[src/rtl/pwm_generator.sv]
// pwm_generator: tick-driven PWM with period-boundary duty sampling; optional dead-time complementary output (PWM_DEADTIME_EN).
module pwm_generator #(
  parameter int WIDTH = 8,
  parameter int DEAD = 2
) (
  input  logic             clk,
  input  logic             reset,
  input  logic             enable,
  input  logic [WIDTH-1:0] duty,
  output logic             pwm_out,
  output logic             pwm_n,
  output logic             period_done
);
  logic [WIDTH-1:0] cnt, duty_s, cnt_next, duty_eff;
  logic wrap;
  assign cnt_next = cnt + 1'b1;
  assign wrap = &cnt;
  assign duty_eff = wrap ? duty : duty_s;
  always_ff @(posedge clk) begin
    if (reset) begin
      cnt <= '0;
      duty_s <= '0;
      pwm_out <= 1'b0;
      period_done <= 1'b0;
    end else begin
      period_done <= enable & wrap;
      if (enable) begin
        cnt <= cnt_next;
        pwm_out <= cnt_next < duty_eff;
        if (wrap) duty_s <= duty;
      end
    end
  end
`ifdef PWM_DEADTIME_EN
  // widened by one bit so duty+DEAD cannot wrap
  localparam logic [WIDTH:0] DW = (WIDTH+1)'(DEAD);
  localparam logic [WIDTH:0] TOP = (WIDTH+1)'((1 << WIDTH) - DEAD);
  logic [WIDTH:0] nx, lo;
  assign nx = {1'b0, cnt_next};
  assign lo = {1'b0, duty_eff} + DW;
  always_ff @(posedge clk) begin
    if (reset) pwm_n <= 1'b0;
    else if (enable) pwm_n <= (nx >= lo) && (nx < TOP);
  end
`else
  assign pwm_n = 1'b0;
`endif
endmodule

[config.mk]
export PLATFORM = sky130hd
export DESIGN_NAME = pwm_generator
export DESIGN_NICKNAME = d
export VERILOG_FILES = /design/src/rtl/pwm_generator.sv
export SDC_FILE = /design/constraint.sdc
export NUM_CORES = 1
export LEC_CHECK = 0
export BUFFER_PORTS_ARGS = -buffer_cell sky130_fd_sc_hd__clkbuf_2
export CELL_PAD_IN_SITES_DETAIL_PLACEMENT = 1
export CELL_PAD_IN_SITES_GLOBAL_PLACEMENT = 2
export CORE_MARGIN = 3
export CORE_UTILIZATION = 37
export DETAILED_ROUTE_END_ITERATION = 8
export PLACE_DENSITY = 0.82
export REMOVE_ABC_BUFFERS = 1
export SYNTH_ARGS = -nofsm -noshare
export SYNTH_HDL_FRONTEND = slang
export SYNTH_SLANG_ARGS = --single-unit
export TNS_END_PERCENT = 1
[constraint.sdc]
create_clock -name clk -period 6.1 [get_ports clk]
set_clock_uncertainty 0.05 [all_clocks]
set_input_delay 0 -clock clk [delete_from_list [all_inputs] [get_ports clk]]
set_output_delay 0 -clock clk [all_outputs]
set_load 0.02 [all_outputs]
==> flow_summary.yaml <==
detailed_routing:
  dr.pass1.iters: 3
  drtIter0Drc: 5
  postRouteAntennaNets: 0
  routed_wirelength_um: 2260
  vias_per_cell: 5.22
  wl_per_cell_um: 13.9
  vias: 846
  drc: 0
critical_path:
  cp.required_ns: 6.24
  crit_slowest_cell: "nor3_4"
  crit_chain: "ha_1 > nand3_4 > nor3_4 > mux2i_1 > ha_1 > inv_1 > o2111a_1 > a21oi_1 > o21ai_2"
  startpoint_type: "flop"
  path_max_fanout: 8
  cp_slowest_stage_delay_ns: 0.50
  crit_arrival_ns: 2.74
  reg2reg_slack_ns: 3.50
  path_common_cell: "ha_1"
  critPathKind: "reg -> reg"
  end_kind: "flop"
placement:
  dp_hpwl_um: 1630
  dp.cells: 151
  io_buffers: 12
  gp_congestion: 0.736
cells_and_area:
  num_antenna_cells: 0
  fin_cells: 162
  drive_gt1_share_pct: 16.7
  fin_util_pct: 47.3
  syn2layout_area_growth_pct: 15.4
  fin_nets: 153
cts:
  cts.sinks: 18
  clock_latency_ns: 0.30
  cts_buffers: 3
  clock-root-buffer: "clkbuf_4"
  cts_tree: "built"
  clk_pin_slew_ns: 0.10
  htreeDepth: 1
  max-clock-path-buffers: 2
global_routing:
  grt_first_pass_wirelength_um: 4130
  grt_util_met3_pct: 3.89
  grt_max_degree: 20
  grt_overflow_total: 0
  grt.met2_usage_pct: 26.9
  met1_usage_pct: 18.2
  grt_busiest_layer: "met2"
  gr-usage-all-layers_pct: 15.4
  antenna_found_initial: 0
  grt_pass1_vias: 935
sta:
  fin_crit_sh_pct: 42.6
  slew_viol_final: 0
  fin_crit_ns: 2.60
  hold_viol_final: 0
  worstMarginPinSlew_ns: 0.541
  setup_tns_ns: 0
  slew_headroom_pct: 63.8
  setup_viol: 0
  fmax_mhz: 385
  rsz0062_at_grt: "false"
flow_run:
  cap_violations: 0
power:
  ir_drop_mv: 0.124
  power_leakage_nw: 0.503
  pwr_density_cell_nw_per_um2: 169
logic_synthesis:
  synth_area_um2: 1080
  synth_area_per_cell_um2: 9.32
  synth_cells: 116
  ys_types: 27
  yosysSeqAreaShare_pct: 33.3
  ys_seq_elements: 18
  ys.warnings.count: 0
floorplan:
  die_w_um: 60.1
  die-area_um2: 3610
  core_region_area_um2: 2640
  fp-row-count: 18
  start_util_pct: 41.0
  die_h_um: 60.1
  pin_count: 14
hold_path:
  hold_class: "in -> reg"
run_status:
  status: "completed"
-- cell type report --
cell class | count | area [um2]
Clock buffer | 3 | 22.5
Fill cell | 319 | 1390
Inverter | 1 | 3.75
Multi-Input combinational cell | 90 | 683
Sequential cell | 18 | 360
Tap cell | 30 | 37.5
Timing Repair Buffer | 20 | 140
-- where the power goes --
group	switching, W	total (W)	internal (W)
Clock	0.0000375	0.0000605	0.0000230
Combinational	0.0000136	0.0000282	0.0000146
Sequential	0.00000241	0.000122	0.000119
Total	0.0000535	0.000210	0.000157
-- metrics by stage --
| step | cell area [um2] | hold slack (ns) | total power [W] | setup WS (ns) |
|---|---|---|---|---|
| after floorplan | 1050 | 0.0224 | 0.000139 | 3.78 |
| after global placement | 1140 | 0.201 | 0.000148 | 3.55 |
| after detailed placement | 1140 | 0.215 | 0.000149 | 3.50 |
| after CTS | 1250 | 0.0940 | 0.000217 | 3.47 |
| after global routing | 1250 | 0.132 | 0.000224 | 3.21 |
| final | 1250 | 0.104 | 0.000210 | 3.50 |
-- state kept, by name, indices dropped and copies added (netlist names) --
register	count
cnt	8
duty_s	8
period_done	1
pwm_out	1
-- final timing paths --
kind                                start         to  depth (start not counted)
worst max-delay path               cnt[0]    pwm_out                          9
worst min-delay path               enable     cnt[1]                          3
worst max register to register     cnt[0]    pwm_out                          9
worst min register to register  duty_s[1]  duty_s[1]                          2
-- per-layer routing --
layer / part of all wire, % / wire length [um]
met5: 0 / 0
met4: 2.0 / 46
met3: 2.8 / 63
met2: 49 / 1110
met1: 46 / 1040
-- kinds of logic (layout without fill, tap and decap cells) --
| logic type | count (synthesis) | count (layout) | share of synthesized area [%] |
|---|---|---|---|
| flops | 18 | 18 | 33.3 |
| other cells | 1 | 1 | 0.347 |
| compound gates | 6 | 6 | 3.94 |
| simple gates | 45 | 45 | 22.9 |
| buf+inv | 8 | 24 | 3.47 |
| fa+ha+maj | 8 | 8 | 9.26 |
| mux | 17 | 17 | 16.2 |
| xor+xnor | 13 | 13 | 10.5 |
-- synthesized netlist by cell type --
master / n / area, um2
nand4_1: 4 / 25.0
and3_1: 1 / 6.26
and3_2: 1 / 7.51
o2111a_1: 1 / 11.3
ha_1: 8 / 100
xor2_1: 8 / 70.1
inv_1: 1 / 3.75
buf_2: 3 / 15.0
mux2i_1: 16 / 160
o21ai_2: 1 / 8.76
nand2_1: 5 / 18.8
nor3b_1: 1 / 7.51
and4_2: 1 / 10.0
nand3_1: 7 / 35.0
xnor2_1: 5 / 43.8
a21oi_1: 3 / 15.0
dfxtp_1: 18 / 360
o211ai_1: 1 / 7.51
buf_4: 1 / 7.51
nor3_4: 2 / 32.5
nor4_1: 1 / 6.26
nand3_4: 1 / 17.5
clkbuf_1: 3 / 11.3
mux2_4: 1 / 15.0
nor2b_1: 1 / 6.26
nor2_1: 20 / 75.1
conb_1: 1 / 3.75
-- cell usage in the layout (no fill, tap or decap), drive strengths merged --
cell type | synthesis | layout
clkbuf | 3 | 15
inv | 1 | 1
and4 | 1 | 1
xor2 | 8 | 8
nor2 | 20 | 20
o211ai | 1 | 1
ha | 8 | 8
and3 | 2 | 2
dfxtp | 18 | 18
o2111a | 1 | 1
mux2i | 16 | 16
nand2 | 5 | 5
o21ai | 1 | 1
nor3 | 2 | 2
nor3b | 1 | 1
dlygate4sd3 | 0 | 8
nor2b | 1 | 1
nor4 | 1 | 1
a21oi | 3 | 3
conb | 1 | 1
mux2 | 1 | 1
nand4 | 4 | 4
xnor2 | 5 | 5
nand3 | 8 | 8
-- repair_timing --
action	in CTS	in global routing
setup buffers	0	0
resized for setup	0	0
hold endpoints to repair	8	0
hold buffers	8	0
-- critical path, delay by kind of cell, from the launching register on --
family,cells,cell delay [ns]
buffers and inverters,1,0.05
DFF,1,0.44
AOI/OAI and AO/OA,3,0.49
adders and majority gates,2,0.65
and+or+nand+nor,2,0.64
muxes,1,0.17
Power figures use the tool's default switching activity.
